**src/rtl/axi4lite_rd_master.sv**
```systemverilog
// AXI4-Lite block read initiator: one outstanding read, each word forwarded on a valid/ready stream.
// Optional AXIRM_TIMEOUT_EN adds a per-wait-state abort after TIMEOUT cycles in ADDR or DATA.
module axi4lite_rd_master #(
  parameter int CNT_W   = 11,
  parameter int TIMEOUT = 255
) (
  input  logic             ACLK,
  input  logic             ARESETn,
  input  logic             cmd_valid,
  output logic             cmd_ready,
  input  logic [31:0]      cmd_addr,
  input  logic [CNT_W-1:0] cmd_len,
  output logic             ARVALID,
  input  logic             ARREADY,
  output logic [31:0]      ARADDR,
  input  logic             RVALID,
  output logic             RREADY,
  input  logic [31:0]      RDATA,
  input  logic [1:0]       RRESP,
  output logic             out_valid,
  input  logic             out_ready,
  output logic [31:0]      out_data,
  output logic             out_last,
  output logic             done,
  output logic             err,
  output logic [31:0]      err_addr
);

  typedef enum logic [2:0] {S_IDLE, S_ADDR, S_DATA, S_OUT, S_DONE} state_t;

  state_t           state_reg;
  logic [31:0]      addr_reg;
  logic [CNT_W-1:0] remaining_reg;
  logic [31:0]      start_addr;
  logic [31:0]      next_addr;

  if (TIMEOUT < 1) begin : g_bad_timeout
    $error("TIMEOUT must be at least 1");
  end

  // Low address bits are masked rather than dropped so the whole port is consumed.
  assign start_addr = {cmd_addr[31:2], cmd_addr[1:0] & 2'b00};
  assign next_addr  = addr_reg + 32'd4;

`ifdef AXIRM_TIMEOUT_EN
  localparam int TO_W = ($clog2(TIMEOUT + 1) > 8) ? $clog2(TIMEOUT + 1) : 8;
  logic [TO_W-1:0] to_cnt_reg;
  logic            to_hit;
  assign to_hit = (to_cnt_reg == TO_W'(TIMEOUT - 1));
`endif

  always_ff @(posedge ACLK) begin
    if (!ARESETn) begin
      state_reg     <= S_IDLE;
      addr_reg      <= '0;
      remaining_reg <= '0;
      cmd_ready     <= 1'b1;
      ARVALID       <= 1'b0;
      ARADDR        <= '0;
      RREADY        <= 1'b0;
      out_valid     <= 1'b0;
      out_data      <= '0;
      out_last      <= 1'b0;
      done          <= 1'b0;
      err           <= 1'b0;
      err_addr      <= '0;
`ifdef AXIRM_TIMEOUT_EN
      to_cnt_reg    <= '0;
`endif
    end else begin
      done <= 1'b0;
`ifdef AXIRM_TIMEOUT_EN
      to_cnt_reg <= '0;
`endif
      case (state_reg)
        S_IDLE: begin
          if (cmd_valid) begin
            addr_reg      <= start_addr;
            remaining_reg <= cmd_len;
            err           <= 1'b0;
            err_addr      <= '0;
            cmd_ready     <= 1'b0;
            if (cmd_len == '0) begin
              done      <= 1'b1;
              state_reg <= S_DONE;
            end else begin
              ARVALID   <= 1'b1;
              ARADDR    <= start_addr;
              state_reg <= S_ADDR;
            end
          end
        end
        S_ADDR: begin
          if (ARREADY) begin
            ARVALID   <= 1'b0;
            RREADY    <= 1'b1;
            state_reg <= S_DATA;
          end
`ifdef AXIRM_TIMEOUT_EN
          else if (to_hit) begin
            ARVALID   <= 1'b0;
            err       <= 1'b1;
            err_addr  <= addr_reg;
            done      <= 1'b1;
            state_reg <= S_DONE;
          end else begin
            to_cnt_reg <= to_cnt_reg + 1'b1;
          end
`endif
        end
        S_DATA: begin
          if (RVALID) begin
            RREADY <= 1'b0;
            if (RRESP == 2'b00) begin
              out_data  <= RDATA;
              out_last  <= (remaining_reg == CNT_W'(1));
              out_valid <= 1'b1;
              state_reg <= S_OUT;
            end else begin
              err       <= 1'b1;
              err_addr  <= addr_reg;
              done      <= 1'b1;
              state_reg <= S_DONE;
            end
          end
`ifdef AXIRM_TIMEOUT_EN
          else if (to_hit) begin
            RREADY    <= 1'b0;
            err       <= 1'b1;
            err_addr  <= addr_reg;
            done      <= 1'b1;
            state_reg <= S_DONE;
          end else begin
            to_cnt_reg <= to_cnt_reg + 1'b1;
          end
`endif
        end
        S_OUT: begin
          if (out_ready) begin
            out_valid     <= 1'b0;
            remaining_reg <= remaining_reg - 1'b1;
            addr_reg      <= next_addr;
            if (remaining_reg == CNT_W'(1)) begin
              done      <= 1'b1;
              state_reg <= S_DONE;
            end else begin
              ARVALID   <= 1'b1;
              ARADDR    <= next_addr;
              state_reg <= S_ADDR;
            end
          end
        end
        S_DONE: begin
          cmd_ready <= 1'b1;
          state_reg <= S_IDLE;
        end
        default: state_reg <= S_IDLE;
      endcase
    end
  end

endmodule

```
**config.mk**
```make
export PLATFORM = sky130hd
export DESIGN_NAME = axi4lite_rd_master
export DESIGN_NICKNAME = d
export VERILOG_FILES = /design/src/rtl/axi4lite_rd_master.sv
export SDC_FILE = /design/constraint.sdc
export NUM_CORES = 1
export LEC_CHECK = 0
export ABC_AREA = 0
export CORE_MARGIN = 2
export CORE_UTILIZATION = 52
export DETAILED_ROUTE_END_ITERATION = 16
export PLACE_DENSITY = 0.94
export SYNTH_ARGS = -nofsm -noshare
export SYNTH_HDL_FRONTEND = slang
export SYNTH_SLANG_ARGS = --single-unit
```
**constraint.sdc**
```tcl
create_clock -name ACLK -period 4.1 [get_ports ACLK]
set_input_delay 0.41 -clock ACLK [delete_from_list [all_inputs] [get_ports ACLK]]
set_output_delay 0.41 -clock ACLK [all_outputs]
set_load 0.01 [all_outputs]
```
==> results of run 1 <==
-- worst paths after layout --
path	from	cells after the start	endpoint
max	remaining_reg[2]	6	ARADDR[4]
max reg2reg	remaining_reg[2]	6	ARADDR[4]
min reg2reg	err_addr[5]	2	err_addr[5]
min	err_addr[5]	2	err_addr[5]
-- critical path, cell delays in order, from the launching register on --
cell and delay [ns]:
dfxtp_1 0.38, nor4_2 0.51, and3_1 0.45, o22a_1 0.82
buf_4 0.36, nand2_1 0.09, a21oi_1 0.13
-- stage by stage --
step                hold slack [ns]  total power [mW]  area (sq um)  util [%]
global placement              0.438              2.75          8730      68.6
floorplan                     0.456              2.36          6860         -
finish                        0.450              4.35          9330      73.3
global route                  0.470              4.53          9330      73.3
detailed placement            0.442              2.78          8730      68.6
CTS                           0.449              4.33          9330      73.3
-- per-layer routing --
metal / vias to the layer above / global-route usage, % / part of all wire [%]
met5: - / 0 / 0
met1: 3394 / 37.3 / 39
li1: 3440 / - / -
met2: 424 / 50.1 / 48
met3: 65 / 8.19 / 9.1
met4: 0 / 12.4 / 3.1
-- cells in the final DEF, fill, tap and decap left out, drive strengths merged, types with 8 or more instances in the layout --
master / Yosys / layout
a31oi: 11 / 11
clkbuf: 59 / 23
or3: 8 / 8
and2: 8 / 8
nor3: 10 / 10
nand3: 67 / 67
o211ai: 12 / 12
clkdlybuf4s50: 0 / 183
nand4: 9 / 9
nor2: 47 / 47
and3: 9 / 9
nor4: 12 / 12
a21oi: 122 / 122
buf: 17 / 15
nand2: 184 / 184
dfxtp: 149 / 149
mux2i: 12 / 12
o21ai: 53 / 53
inv: 11 / 10
-- power breakdown --
part	internal [mW]	switching, mW
clock	0.969	0.589
combinational	0.423	0.602
sequential	1.59	0.172
-- cell families after synthesis --
| group | Yosys count |
|---|---|
| fa+ha+maj | 3 |
| compound gates | 251 |
| xor+xnor | 6 |
| buf+inv | 87 |
| simple gates | 380 |
| flops | 149 |
| mux | 14 |
-- area by class of cell --
cell class                 count  share of cell area, %
multi-input combinational    654                   38.0
sequential                   149                   32.0
timing repair buffer         198                   20.8
clock buffer                  23                   5.34
tap                          172                   2.31
clock inverter                 8                   1.05
inverter                      11                  0.456
==> results.md, run 1 <==
* Status: completed
* Crit path capture type: flip-flop
* Place WS at 1.11 ns
* Number of synthesized flops with an enable pin at 0
* Mapped Area at 6860 sq um
* Largest net degree at the start of global routing at 61
* Vias/cell at 6.03
* Total Routing Usage GR at 30.3%
* Main synth FF type: dfxtp_1
* Worst slew pin tran at 1.02 ns
* First-pass GRT wire length at 34.6 mm
* # Post-CTS Setup Buffers at 0
* Reg clk slew, reported paths at 0.06 ns
* CTS Hold Buffers Added at 0
* Top-count cell post-synth: nand2_1
* Core Region at 12700 sq um
* Clock root cell: clkbuf_16
* H-tree depth at 4
* CP Max Fanout at 25
* Final Net Count at 1117
* Die X at 119 microns
* # rows at 41
* Dpl hpwl at between 10 and 15 mm
* Filler Cells Inserted at 971
* Pwr/cell area at 466 nW/um^2
* Final cell count without fillers at 1215
* Initial antenna violation count at 0
* Area of the multi-input gates at 3550 sq um
* RSZ-0062 raised after global routing: false
* Yosys warning count at 0
* Post-synth top cells: nand2_1, dfxtp_1, a21oi_1
* Clock Skew at a little under 0.008 ns
* Final worst-path cycle share at 69.0%
* Vias in the first global route at 6979
* Worst IR Drop VDD at 0.000276 V
* Post-Route WL at approximately 22 mm
* Relative slew slack at 32.0%
* Area grow syn2layout at 36.0%
* Die Area at 14100 sq um
* Routability congestion estimate at between 0.8 and 0.9
* Arr. time, crit path at between 3 and 4 ns
* Post-synthesis simple-gate area fraction at 26.5%
* N_diodes at 0
* Max Cap Violations at 0
* Global-route congestion overflow total at 0
* Synth Area in Adders at 0.547%
* Drt first pass iters at 8
* Largest family of logic cells by synthesized area: simple AND/OR/NAND/NOR gates
* # setup viols final at 0
* Final min period at 2.83 ns
* Slew Limit Fails at 0
* Critical Path RT at around 4.4 ns
* Inst Count DP at 1184
* Post-Syn Instances at 890
* Drt first-iter violations at 682
* Total clock sinks at 149
* Netlist cell types at 59
* Post-cts resize count at 0
* Asr flop ratio synth at 0%
* Post-DRT Antenna Nets at 0
* Setup Crit Path Kind: flip-flop to flip-flop
* Synthesized Nets at roughly 980
* WL/cell at 17.7 microns
* Synthesized area per cell at 7.70 sq um
* IO Count at 186
* Final Hold Viols at 0
* Hold Path Class: flip-flop to flip-flop
* Sequential cell area at between 2000 and 3000 sq um
* Port bufs at 183
* Synthesis-stage register bit count at 149
* Initial Utilization at 53.9%
* R2R Setup Slk at 1.27 ns
* Dominant cells by area after synthesis: dfxtp_1, nand2_1, a21oi_1, nand3_1, o21ai_0
* Max clock buf depth at 2
* CTS tree: built
* Total negative setup slack at 0 ns
* Synth Area in Compound Gates at 21.4%
* Startpoint Class: flip-flop
* FMAX at 353 MHz
* DRC viols at 0
* Inserted Clock Buffers at 17
* LEAKAGE at 3.20 nW
* Mux cell area share after synthesis at 2.24%
* Cell taking the most area after synthesis: dfxtp_1
* Xor and xnor area share after synthesis at 0.766%
* Setup WS post-layout at about 1.3 ns
* Top cell type's share of synthesized area at 43.5%
* Die Y at around 120 microns
* Clk Latency, worst-skew pair at about 0.43 ns
* Sequential-to-total area share from yosys stat at 43.5%
* DR vias at 7323
* Share of cells above drive strength 1 at 5.94%
No activity file was read; power rests on OpenSTA's default activity.
==> run 2, diff against run 1 <==
CORE_UTILIZATION = 49   (was 52)
PLACE_DENSITY = 0.9   (was 0.94)
clock period = 2.7 ns   (was 4.1 ns; I/O delays follow)
==> run 2 against run 1 <==
Non-clock buffer count grew 14. Core utilization down 4.2 points. Highest routed layer unchanged. Combinational power up 58%. Clock skew grew 0.0021 ns. Largest cell class unchanged.
==> results.md, run 2 (same netlist as run 1, synthesis figures left out) <==
* Status: completed
* Die X at around 120 microns
* Final Net Count at 1131
* Vias/cell at 5.86
* Max Cap Violations at 0
* FMAX at around 420 MHz
* Post-Route WL at 21.1 mm
* Inserted Clock Buffers at 17
* Port bufs at 183
* Reg clk slew, reported paths at 0.06 ns
* CTS tree: built
* # rows at 43
* Critical path cell sequence: ha_1, nand3_4, or4_1, buf_4, nor3_1, mux2i_1, o21ai_0
* Global-route congestion overflow total at 0
* Placed Area at 8920 sq um
* IO Count at between 150 and 200
* Initial antenna violation count at 0
* Setup Crit Path Kind: flip-flop to flip-flop
* Largest net degree at the start of global routing at between 60 and 70
* Min-delay src: RDATA[9]
* CP Max Fanout at 10
* Hold Path End: out_data[9]
* Die Area at 15000 sq um
* # setup viols final at 0
* Pwr/cell area at 711 nW/um^2
* Commonest non-fill, non-tap cell in the layout: nand2_1
* Final instance area at roughly 9500 sq um
* Clk Latency, worst-skew pair at 0.42 ns
* CTS Hold Buffers Added at 0
* Worst R2R Start: addr_reg[2]
* # Post-CTS Setup Buffers at 0
* Worst slew pin tran at 0.637 ns
* Dpl hpwl at 14.3 mm
* Total Routing Usage GR at 28.0%
* Final min period at roughly 2.4 ns
* Arr. time, crit path at 2.70 ns
* Share of cells above drive strength 1 at 7.10%
* Area of the multi-input gates at 3550 sq um
* N_diodes at 0
* Drt first pass iters at 7
* H-tree depth at 4
* Final worst-path cycle share at 88.6%
* Die Y at 122 microns
* Post-DRT Antenna Nets at 0
* R2R Setup Slk at a little over 0.3 ns
* Total negative setup slack at 0 ns
* Critical Path RT at 3.01 ns
* Reg2reg end: ARADDR[26]
* Startpoint Class: flip-flop
* FF-to-FF path depth at 7
* Max clock buf depth at 2
* Core Region at 13800 sq um
* Filler Cells Inserted at ~1100
* Total clock sinks at 149
* LEAKAGE at 3.31 nW
* Drt first-iter violations at between 600 and 700
* DRC viols at 0
* Hold Path Class: input pin to flip-flop
* Most frequent cells in the layout: nand2_1, clkdlybuf4s50_1, dfxtp_1
* Worst IR Drop VDD at 0.000616 V
* Routability congestion estimate at 0.891
* Hold depth at 3
* RSZ-0062 raised after global routing: false
* Initial Utilization at 49.8%
* Vias in the first global route at 6606
* Final Hold Viols at 0
* Worst path max stage delay at 0.58 ns
* Clock Skew at 0.00985 ns
* Crit path capture type: flip-flop
* Clock root cell: clkbuf_16
* First-pass GRT wire length at 33.1 mm
* Area grow syn2layout at 38.9%
* Relative slew slack at 57.2%
* Slowest cell on crit path: or4_1
* DR vias at 7244
* Sequential cell area at 2980 sq um
* Slew Limit Fails at 0
* WL/cell at 17.0 microns
* Post-cts resize count at 0
## run 2: worst max-delay path by stage
stage | from | end | depth (start not counted)
final | addr_reg[2] | ARADDR[26] | 7
after global routing | addr_reg[2] | ARADDR[26] | 7
after CTS | addr_reg[2] | ARADDR[18] | 6
after detailed placement | cmd_valid | addr_reg[28] | 5
after global placement | cmd_valid | addr_reg[29] | 5
after floorplan | addr_reg[2] | ARADDR[18] | 6
## run 2: per-layer routing
layer  vias up  global-route usage (%)  share of wire [%]
met4         0                    12.0                3.0
met3        54                    6.97                8.3
li1       3462                       -                  -
met5         -                       0                  0
met1      3366                    36.3                 41
met2       362                    44.6                 48
## run 2: layout make-up
class,instances,area share (%)
repair buffers,212,22.3
clock inverters,10,1.63
clock buffers,21,4.73
well taps,180,2.37
inverters,11,0.447
multi-input cells,654,37.2
flip-flops and latches,149,31.3
## run 2: worst max-delay path: cells and delay by family, from the launching register on
family                     cells  cell delay, ns
and+or+nand+nor                3            1.01
DFF                            1            0.45
adders and majority gates      1            0.28
muxes                          1            0.25
buffers and inverters          1            0.19
AOI/OAI and AO/OA              1            0.10
## run 2: through the flow
stage / instances / util (%) / hold slack [ns] / setup slack, ns / power [mW]
2_1_floorplan: 890 / - / 0.360 / 0.573 / 3.59
3_3_place_gp: 1206 / 64.7 / 0.439 / 0.268 / 4.27
3_5_place_dp: 1206 / 64.7 / 0.442 / 0.200 / 4.31
4_1_cts: 1237 / 69.1 / 0.389 / 0.303 / 6.74
5_1_grt: 1237 / 69.1 / 0.399 / 0.170 / 7.05
6_report: 1237 / 69.1 / 0.398 / 0.309 / 6.77
## run 2: power breakdown
part | switching (mW) | internal [mW]
combinational | 0.919 | 0.715
sequential | 0.256 | 2.42
clock | 0.900 | 1.56
==> run 3, diff against run 2 <==
CORE_UTILIZATION = 52   (was 49)
PLACE_DENSITY = 0.94   (was 0.9)
TNS_END_PERCENT = 1   (was not set)
clock period = 2.9 ns   (was 2.7 ns; I/O delays follow)
==> run 3 against run 2 <==
Wire length increased by 6.0%. Critical endpoint is now ARADDR[18]. Hold slack improved by 0.0067 ns. Largest cell class unchanged. Worst setup slack improved by 0.044 ns.
==> results.md, run 3 (same netlist as run 1, synthesis figures left out) <==
* Final instance area at 9550 sq um
* Worst R2R Start: addr_reg[2]
* Setup WS post-layout at approximately 0.35 ns
* First-pass GRT wire length at 35.6 mm
* Share of cells above drive strength 1 at 7.02%
* Reg2reg end: ARADDR[18]
* Core Region at 12700 sq um
* Post-Route WL at around 22 mm
* Commonest non-fill, non-tap cell in the layout: nand2_1
* Worst setup startpoint: addr_reg[2]
* Placed Area at 8830 sq um
* Pwr/cell area at 699 nW/um^2
* Top delay family on crit path: simple AND/OR/NAND/NOR gates
* Worst path max stage delay at about 0.75 ns
* Initial Utilization at between 50% and 60%
* Final Hold Viols at 0
* Final Net Count at 1127
* # setup viols final at 0
* Reg clk slew, reported paths at around 0.06 ns
* Die Y at 119 microns
* CP Max Fanout at 11
* CTS Hold Buffers Added at 0
* H-tree depth at 4
* Worst Setup EP: ARADDR[18]
* Total Routing Usage GR at 31.4%
* Global-route congestion overflow total at 0
* Max clock buf depth at 2
* Worst slew pin tran at 0.653 ns
* CTS tree: built
* Post-DRT Antenna Nets at 0
* Worst IR Drop VDD at between 0.0004 and 0.0005 V
* Drt first pass iters at 8
* Max Cap Violations at 0
* Drt first-iter violations at 894
* Port bufs at 183
* Critical Path Stages at 6
* R2R Setup Slk at ~0.35 ns
* Slew Limit Fails at 0
* Relative slew slack at between 50% and 60%
* Hold Path Class: input pin to flip-flop
* Critical path cell sequence: ha_1, nand3_4, or4_1, or3_1, a311o_1, a21oi_1
* Largest net degree at the start of global routing at 61
* FF-to-FF path depth at 6
* Vias/cell at 6.06
* # rows at 41
* DR vias at 7426
* Post-cts resize count at 0
* Utilization after layout at 75.1%
* Total negative setup slack at 0 ns
* Routability congestion estimate at roughly 0.90
* N_diodes at 0
* Final worst-path cycle share at 87.8%
* Status: completed
* FMAX at 393 MHz
* Most frequent cells in the layout: nand2_1, clkdlybuf4s50_1, dfxtp_1
* Clock Skew at just over 0.009 ns
* Clock root cell: clkbuf_16
* Die X at 119 microns
* LEAKAGE at 3.32 nW
* Area grow syn2layout at 39.3%
* IO Count at 186
* Tot Pwr at 6.67 mW
* Slowest cell on crit path: or4_1
* Inst Count DP at 1194
* Initial antenna violation count at 0
* DRC viols at 0
* Hold_ws at 0.405 ns
* Place WS at 0.389 ns
* Final cell count without fillers at 1226
* Vias in the first global route at 7031
* Total clock sinks at 149
* Inserted Clock Buffers at 17
* Critical Path RT at roughly 3.3 ns
* RSZ-0062 raised after global routing: false
* Die Area at 14100 sq um
* Startpoint Class: flip-flop
* Dpl hpwl at 14.5 mm
* Setup Crit Path Kind: flip-flop to flip-flop
* # Post-CTS Setup Buffers at 0
* Arr. time, crit path at 2.90 ns
* Crit path capture type: flip-flop
* Clk Latency, worst-skew pair at 0.43 ns
* WL/cell at 18.2 microns
* Critical path buffers and inverters at 0
* Final min period at 2.55 ns
-- run 3: cell count changes in the layout (fill, tap and decap cells not counted) --
cell             before  now
buf_12                6    2
buf_2                 1    0
bufinv_16             4    8
clkbuf_1              3    0
clkdlybuf4s50_1     182  183
clkinv_2              5    4
clkinv_4              0    1
-- run 3: how the worst min path moves through the flow --
stage	cells after the start	to	slack (ns)	start
detailed placement	2	err_addr[13]	0.44	err_addr[13]
floorplan	1	RREADY	0.38	RVALID
global placement	2	err_addr[12]	0.44	err_addr[12]
global route	3	out_data[8]	0.41	RDATA[8]
finish	3	out_data[8]	0.40	RDATA[8]
CTS	3	out_data[8]	0.40	RDATA[8]
-- run 3: area by class of cell --
class                   instances  area, sq um
flip-flops and latches        149         2980
inverters                      11         42.5
clock buffers                  18          439
repair buffers                208         2040
well taps                     172          215
multi-input cells             654         3550
fillers                       917         3170
clock inverters                14          279
-- run 3: metal layers --
metal	GRT usage [%]	wire length, microns
met1	38.3	8620
met2	51.7	10700
met3	7.57	2130
met4	15.6	866
met5	0	0
-- run 3: worst register-to-register path, delay by kind of cell, from the launching register on --
family	cells	cell delay (ns)
DFF	1	0.44
and+or+nand+nor	3	1.28
AOI/OAI and AO/OA	2	0.47
adders and majority gates	1	0.27
-- run 3: report_power, final --
group	leakage (nW)	total, mW	internal (mW)	switching (mW)
logic	1.76	1.50	0.628	0.869
clock network	0.346	2.68	1.81	0.876
registers	1.21	2.49	2.25	0.243
